File: src/rtl/coef_pkg_flex.sv
// rtl/coef_pkg_flex.sv - shared state encoding and parameter defaults for the coefficient read sequencer
//
// Purpose : common definitions imported by coef_read_seq_flex and its valid pipe.
// Contents: state_t encoding (IDLE/READ/DRAIN/UPDATE), default NUM_TAPS, ADDR_W, RD_LAT.
package coef_pkg_flex;

    localparam int NUM_TAPS_DEF = 10;
    localparam int ADDR_W_DEF   = 4;
    localparam int RD_LAT_DEF   = 1;

    typedef enum logic [1:0] {
        IDLE   = 2'd0,
        READ   = 2'd1,
        DRAIN  = 2'd2,
        UPDATE = 2'd3
    } state_t;

endpackage

File: src/rtl/tap_valid_pipe_flex.sv
// rtl/tap_valid_pipe_flex.sv - DEPTH-stage shift register carrying {valid, idx, last}
//
// Purpose : delays the read-issue tag by the SRAM read latency so that valid/idx/last
//           line up with the data returned for that address.
// Ports   : iClk12M, iRst (async, active-high)
//           iValid, iIdx, iLast  - tag launched with the address
//           oValid, oIdx, oLast  - same tag DEPTH cycles later (registered)
module tap_valid_pipe_flex
    import coef_pkg_flex::*;
#(
    parameter int DEPTH = RD_LAT_DEF,
    parameter int IDX_W = ADDR_W_DEF
) (
    input  logic             iClk12M,
    input  logic             iRst,
    input  logic             iValid,
    input  logic [IDX_W-1:0] iIdx,
    input  logic             iLast,
    output logic             oValid,
    output logic [IDX_W-1:0] oIdx,
    output logic             oLast
);

    localparam int W = IDX_W + 2;

    logic [W-1:0] r_stage [DEPTH];

    always_ff @(posedge iClk12M or posedge iRst) begin
        if (iRst) begin
            for (int i = 0; i < DEPTH; i++) begin
                r_stage[i] <= '0;
            end
        end else begin
            r_stage[0] <= {iValid, iIdx, iLast};
            for (int i = 1; i < DEPTH; i++) begin
                r_stage[i] <= r_stage[i-1];
            end
        end
    end

    assign {oValid, oIdx, oLast} = r_stage[DEPTH-1];

endmodule

File: src/rtl/coef_read_seq_flex.sv
// rtl/coef_read_seq_flex.sv - FSM owning the coefficient SP-SRAM mux and sequential tap reads
//
// Purpose : outside update mode, reads NUM_TAPS coefficients (one per cycle) on every
//           accepted sample strobe and tags the returned data with valid/index/done.
//           In update mode hands the SRAM to the Top via oUpdateFlag. The mux select
//           only changes from IDLE, so it never flips inside a read sequence.
// Ports   : iClk12M, iRst (async, active-high)
//           iUpdateReq  - level, Top requests coefficient update mode
//           iSampleEn   - 1-cycle strobe, start a read sequence
//           oUpdateFlag - mux select (1 = Top owns SRAM)
//           oCsn_Fsm, oWrn_Fsm, oAddr_Fsm - SRAM control/address (active-low strobes)
//           oTapValid, oTapIdx, oDone     - read data tag aligned to SRAM data
//           oBusy       - sequence in progress (READ or DRAIN)
//           oDropped    - 1-cycle pulse, a strobe was rejected
module coef_read_seq_flex
    import coef_pkg_flex::*;
#(
    parameter int NUM_TAPS = NUM_TAPS_DEF,
    parameter int ADDR_W   = ADDR_W_DEF,
    parameter int RD_LAT   = RD_LAT_DEF
) (
    input  logic              iClk12M,
    input  logic              iRst,
    input  logic              iUpdateReq,
    input  logic              iSampleEn,
    output logic              oUpdateFlag,
    output logic              oCsn_Fsm,
    output logic              oWrn_Fsm,
    output logic [ADDR_W-1:0] oAddr_Fsm,
    output logic              oTapValid,
    output logic [ADDR_W-1:0] oTapIdx,
    output logic              oDone,
    output logic              oBusy,
    output logic              oDropped
);

    localparam logic [ADDR_W-1:0] LP_LAST_TAP = ADDR_W'(NUM_TAPS - 1);
    localparam logic [1:0]        LP_LAST_DRN = 2'(RD_LAT - 1);

    state_t            r_state;
    logic [ADDR_W-1:0] r_cnt;
    logic [1:0]        r_drain;
    logic              r_upd_flag;
    logic              r_csn;
    logic              r_busy;
    logic              r_dropped;

    state_t            w_state_nxt;
    logic [ADDR_W-1:0] w_cnt_nxt;
    logic [1:0]        w_drain_nxt;
    logic              w_drop;

    logic              w_rd_valid;
    logic [ADDR_W-1:0] w_rd_idx;
    logic              w_rd_last;
    logic              w_pipe_last;

    always_ff @(posedge iClk12M or posedge iRst) begin
        if (iRst) begin
            r_state <= IDLE;
            r_cnt   <= '0;
            r_drain <= '0;
        end else begin
            r_state <= w_state_nxt;
            r_cnt   <= w_cnt_nxt;
            r_drain <= w_drain_nxt;
        end
    end

    always_comb begin
        w_state_nxt = r_state;
        w_cnt_nxt   = r_cnt;
        w_drain_nxt = r_drain;
        // Only IDLE without a pending update request can take a strobe.
        w_drop      = iSampleEn && !((r_state == IDLE) && !iUpdateReq);
        case (r_state)
            IDLE: begin
                if (iUpdateReq) begin
                    w_state_nxt = UPDATE;
                    w_cnt_nxt   = '0;
                end else if (iSampleEn) begin
                    w_state_nxt = READ;
                    w_cnt_nxt   = '0;
                end
            end
            READ: begin
                if (r_cnt == LP_LAST_TAP) begin
                    // Address stays on the bus at its last value while draining.
                    w_state_nxt = DRAIN;
                    w_drain_nxt = '0;
                end else begin
                    w_cnt_nxt = r_cnt + 1'b1;
                end
            end
            DRAIN: begin
                if (r_drain == LP_LAST_DRN) begin
                    w_state_nxt = IDLE;
                end else begin
                    w_drain_nxt = r_drain + 1'b1;
                end
            end
            UPDATE: begin
                w_cnt_nxt = '0;
                if (!iUpdateReq) begin
                    w_state_nxt = IDLE;
                end
            end
            default: begin
                w_state_nxt = IDLE;
            end
        endcase
    end

    // Outputs are decoded from the next state and registered, so they change in
    // the same cycle the state register does and carry no combinational glitches.
    always_ff @(posedge iClk12M or posedge iRst) begin
        if (iRst) begin
            r_upd_flag <= 1'b0;
            r_csn      <= 1'b1;
            r_busy     <= 1'b0;
            r_dropped  <= 1'b0;
        end else begin
            r_upd_flag <= (w_state_nxt == UPDATE);
            r_csn      <= (w_state_nxt != READ);
            r_busy     <= (w_state_nxt == READ) || (w_state_nxt == DRAIN);
            r_dropped  <= w_drop;
        end
    end

    // Tag launched in the cycle the address is on the bus; idx/last are gated by
    // valid so the pipe output is clean outside read sequences.
    assign w_rd_valid = !r_csn;
    assign w_rd_idx   = w_rd_valid ? r_cnt : '0;
    assign w_rd_last  = w_rd_valid && (r_cnt == LP_LAST_TAP);

    tap_valid_pipe_flex #(
        .DEPTH (RD_LAT),
        .IDX_W (ADDR_W)
    ) u_pipe (
        .iClk12M (iClk12M),
        .iRst    (iRst),
        .iValid  (w_rd_valid),
        .iIdx    (w_rd_idx),
        .iLast   (w_rd_last),
        .oValid  (oTapValid),
        .oIdx    (oTapIdx),
        .oLast   (w_pipe_last)
    );

    assign oUpdateFlag = r_upd_flag;
    assign oCsn_Fsm    = r_csn;
    assign oWrn_Fsm    = 1'b1;
    assign oAddr_Fsm   = r_cnt;
    assign oDone       = w_pipe_last;
    assign oBusy       = r_busy;
    assign oDropped    = r_dropped;

endmodule
File: config.mk
export PLATFORM = sky130hd
export DESIGN_NAME = coef_read_seq_flex
export DESIGN_NICKNAME = d
export VERILOG_FILES = /design/src/rtl/coef_pkg_flex.sv /design/src/rtl/tap_valid_pipe_flex.sv /design/src/rtl/coef_read_seq_flex.sv
export SDC_FILE = /design/constraint.sdc
export NUM_CORES = 1
export LEC_CHECK = 0
export BUFFER_PORTS_ARGS = -buffer_cell sky130_fd_sc_hd__buf_2
export CAP_MARGIN = 20
export CORE_MARGIN = 5
export CORE_UTILIZATION = 45
export DETAILED_ROUTE_END_ITERATION = 6
export MAX_ROUTING_LAYER = met4
export PLACE_DENSITY = 0.67
export SYNTH_ARGS = -nofsm -noshare
export SYNTH_HDL_FRONTEND = slang
export SYNTH_SLANG_ARGS = --single-unit
File: constraint.sdc
create_clock -name iClk12M -period 5.07 [get_ports iClk12M]
set_input_delay 0.507 -clock iClk12M [delete_from_list [all_inputs] [get_ports iClk12M]]
set_output_delay 0.507 -clock iClk12M [all_outputs]
set_load 0.01 [all_outputs]
After elaboration in Yosys (flattened, before gate mapping)
Cells that the tools add are included.

word-level totals
  register bits after elaboration = 18
  output and inout port bits = 15
  logic and storage cells = 49

operators by class
  add/subtract/negate cells = 2
  equal/unequal tests = 12
  multiplexer cells = 14
  reductions and logical operators = 13

operators by type and width
  kind                                            number
  2-to-1 mux 4 bit                                4
  2-to-1 mux 2 bit                                7
  case mux 4 bit (3 select lines)                 1
  == test 2 bit (second input constant)           4
  case mux 2 bit (4 select lines)                 1
  != test 2 bit (second input constant)           3
  AND reduction 3 bit                             2
  adder 4 x 1 -> 4 bit (second input constant)    1
  == test 2 x 1 -> 1 bit (second input constant)  2
  == test 4 bit (second input constant)           1
  logical NOT 2 bit                               2
  case mux 2 bit (2 select lines)                 1
  logical AND 1 bit                               3
  logical NOT 1 bit                               3
  != test 3 bit (second input constant)           1
  nonzero test 3 bit                              1
  adder 2 x 1 -> 2 bit (second input constant)    1
  != test 2 x 1 -> 1 bit (second input constant)  1
  nonzero test 2 bit                              1
  logical OR 1 bit                                1

Depth between registers and ports, before layout
  depth in word-level cells = 5
  depth in mapped cells = 6
  mapped depth without buffers = 6

Hierarchy
Synthesis repeated with hierarchy kept, for this count alone.

unflattened totals
  cell total of the unflattened synthesis = 86
  area, all modules = 893.4 µm²

by module, submodules not included
  module               times used  cells each  area an instance (µm²)  sequential area each (µm²)
  coef_read_seq_flex   1           79          739.5                   301.5
  tap_valid_pipe_flex  1           7           153.9                   150.1

Least setup slack after synthesis
Ideal clock, no wire load.

  path kind = register -> register
  start point = register r_state[1]
  end point = register r_cnt[1], in the netlist oAddr_Fsm[1]
  library setup time = 0.121 ns
  data arrival time = 1.473 ns
  required time = 4.949 ns
  slack = 3.476 ns
  stages on the path, launching flop included = 7
  cells stage by stage = dfrtp_1 inv_1 ha_1 or3b_4 nand2_2 o22ai_1 a22o_1

on the way
  longest elaborated chain between the ends = 3

RTL lines
  element                                                       RTL line                  source
  from (decl)                                                   coef_read_seq_flex.sv:40  state_t r_state;
  from (signal assigned)                                        coef_read_seq_flex.sv:64  r_state <= w_state_nxt;
  == test 2 x 1 -> 1 bit, or another cell as far along          coef_read_seq_flex.sv:76  case (r_state)
  != test 2 bit (no source line), or another cell as far along  n/a
  AND reduction 3 bit (no source line)                          n/a
  to (signal assigned)                                          coef_read_seq_flex.sv:65  r_cnt <= w_cnt_nxt;
  to (decl)                                                     coef_read_seq_flex.sv:41  logic [ADDR_W-1:0] r_cnt;

Several ways; a longest one is shown, not always the timed one.
A chain may end at the register's enable or synchronous reset.

Worst setup path after layout
Same ends and word-level chain as after synthesis.

==> qor.yml <==
critical_path:
  crit_required_ns: 5.26
  critPathBufInv: 1
  cp_max_fo: 5
  crit_chain: "inv_1 -> ha_1 -> or3b_4 -> nand2_2 -> o22ai_1 -> a22o_1"
  slowest_stage: "or3b_4"
  cp_data_arrival_time_ns: 1.89
  critPathMaxStageDelay_ns: 0.42
  cpLargestDelayFamily: "simple AND/OR/NAND/NOR gates"
  end_kind: "flip-flop"
  crit_type: "flip-flop to flip-flop"
  worstSetupStartpointType: "flip-flop"
synthesis:
  ys_seq_elements: 18
  synth_commonest_cells: "dfrtp_1 (17), inv_1 (11), ha_1 (7)"
  netlist_instances: 82
  synth_area_um2: 948
  synth_top_area_share_pct: 44.9
  syn-num-nets: 93
  yosysWarningCount: 0
  ys.flop_type: "dfrtp_1"
  async_flop_share_pct: 100
  post-synth-top-count-cell: "dfrtp_1"
  yosys.area.top_type: "dfrtp_1"
  synthTopCellsByArea: "dfrtp_1 (45%), ha_1 (9.2%), a22o_1 (5.5%)"
  synth_edf_count: 0
  synth_seq_area_share_pct: 47.6
  yosysUniqueCellTypes: 34
  avgSynthCellArea_um2: 11.6
floorplanning:
  die_area_um2: 3130
  rows: 16
  start_util_pct: 47.9
  core_um2: 1980
  die_w_um: 55.9
  dieHeight_um: 55.9
  pin_count: 19
cts:
  cts_buffer_depth: 2
  clock_sinks: 18
  clk_pin_slew_ns: 0.10
  cts-resized-gates: 0
  ctsHoldBuffers: 0
  cts_tree: "built"
  clk_latency_ns: 0.29
  postCtsSetupBuffers: 0
  cts_htree_levels: 1
  cts_buffers: 3
  root_buffer: "clkbuf_4"
detailed_routing:
  drt_iter0_markers: 6
  drc: 0
  vias: 622
  vias_per_cell: 4.82
  avgRoutedWirePerCell_um: 12.0
  postRouteAntennaNets: 0
  wl_um: 1550
  firstDrtPassIters: 2
power_and_ir_drop:
  p_comb_share_pct: 45.2
  intPower_w: 0.000306
  p_switching_w: 0.000192
  power.density_nw_per_um2: 458
  vdd.ir_drop.worst_v: 0.000307
  p_total_w: 0.000497
  sequentialPowerShare_pct: 40.5
  clkPwrFrac_pct: 14.4
  switching_share_pct: 38.5
  power_leakage_nw: 0.587
sta:
  worstMarginPinSlew_ns: 0.669
  setup_viol: 0
  post-route-period-util_pct: 33.6
  final-max-slew-violation-count: 0
  finalHoldViolations: 0
  setup-tns-final_ns: 0
  min_period_ns: 1.70
  skew_ns: 0.0157
  timing.fmax_mhz: 587
  rsz0062_at_grt: "false"
  maxSlewHeadroom_pct: 55.3
placement:
  dpl.cell_count: 125
  io_buffers: 17
  dpl.hpwl_um: 1210
  place_congestion: 0.805
  placed_cell_area_um2: 1060
layout:
  post-route-util_pct: 54.8
  final_nets: 114
  layoutNonFillerInstCount: 129
  antenna_cells: 0
  design_area_um2: 1090
  drive_above_1_share_pct: 32.4
  syn_to_final_growth_pct: 14.5
global_route:
  grt_max_degree: 19
  grt_pass1_wl_um: 2540
  overflow: 0
  antenna_found_initial: 0
  track_usage_pct: 10.6
  grt_pass1_vias: 589
run:
  max_cap_violations: 0
hold_path:
  hp-class: "input port to asynchronous set/reset pin"
status:
  status: "completed"
layer usage:
metal | GRT usage (%) | wire length (um)
met1 | 11.9 | 693
met2 | 18.1 | 734
met3 | 1.86 | 96
met4 | 5.08 | 29
met5 | - | 0
logic make-up (layout without fill, tap and decap cells):
logic type,count (synthesis),count (layout),synth area share (%)
AO/OA/AOI/OAI,19,19,18.7
XOR/XNOR,1,1,0.924
adder cells (fa/ha/maj),7,7,9.23
buffers and inverters,12,32,5.15
flip-flops,18,18,47.6
multiplexers,1,1,1.19
other,1,1,0.395
AND/OR/NAND/NOR,23,23,16.8
final cells by class:
type | count | area [um^2]
clock buffer | 4 | 26.3
fill | 178 | 896
inverter | 11 | 41.3
multi-input combinational | 52 | 448
sequential | 18 | 452
tap | 27 | 33.8
timing repair buffer | 17 | 85.1
sequential cells by signal (all words and copies together) (netlist names):
name,flops
oAddr_Fsm,4
oUpdateFlag,1
oCsn_Fsm,1
oBusy,1
u_pipe.r_stage,6
r_drain,2
r_state,2
oDropped,1
layout by cell type (no fill, tap or decap), drive strengths merged, types with 3 or more instances in the layout:
| cell | Yosys | final |
|---|---|---|
| nand2 | 4 | 4 |
| inv | 11 | 11 |
| nand2b | 3 | 3 |
| nor2 | 5 | 5 |
| a22o | 6 | 6 |
| o21ai | 5 | 5 |
| dfrtp | 17 | 17 |
| ha | 7 | 7 |
| clkbuf | 0 | 4 |
| buf | 1 | 17 |
through the flow:
stage	hold WS (ns)	worst slack (ns)
after floorplan	0.445	3.48
after global placement	0.464	3.43
after detailed placement	0.474	3.35
after CTS	0.312	3.36
after global routing	0.356	3.27
final	0.293	3.37
worst paths after layout:
path	start	endpoint	slack [ns]	depth (start not counted)
worst max-delay path	r_state[1]	oAddr_Fsm[1]	3.37	6
worst min register to register	oCsn_Fsm	u_pipe.r_stage[5]	0.49	1
worst min-delay path	iRst	r_drain[1]	0.29	2
worst max register to register	r_state[1]	oAddr_Fsm[1]	3.37	6
min in group iClk12M	oCsn_Fsm	u_pipe.r_stage[5]	0.49	1
max in group asynchronous	iRst	oDropped	4.33	2
power groups by stage:
stage / combinational, W / sequential, W / clock, W
after floorplan: 0.000164 / 0.000210 / 0
after global placement: 0.000225 / 0.000203 / 0
after detailed placement: 0.000227 / 0.000205 / 0
after CTS: 0.000228 / 0.000202 / 0.0000757
after global routing: 0.000249 / 0.000206 / 0.0000806
final: 0.000225 / 0.000201 / 0.0000714
(Power assumes the default switching activity.)
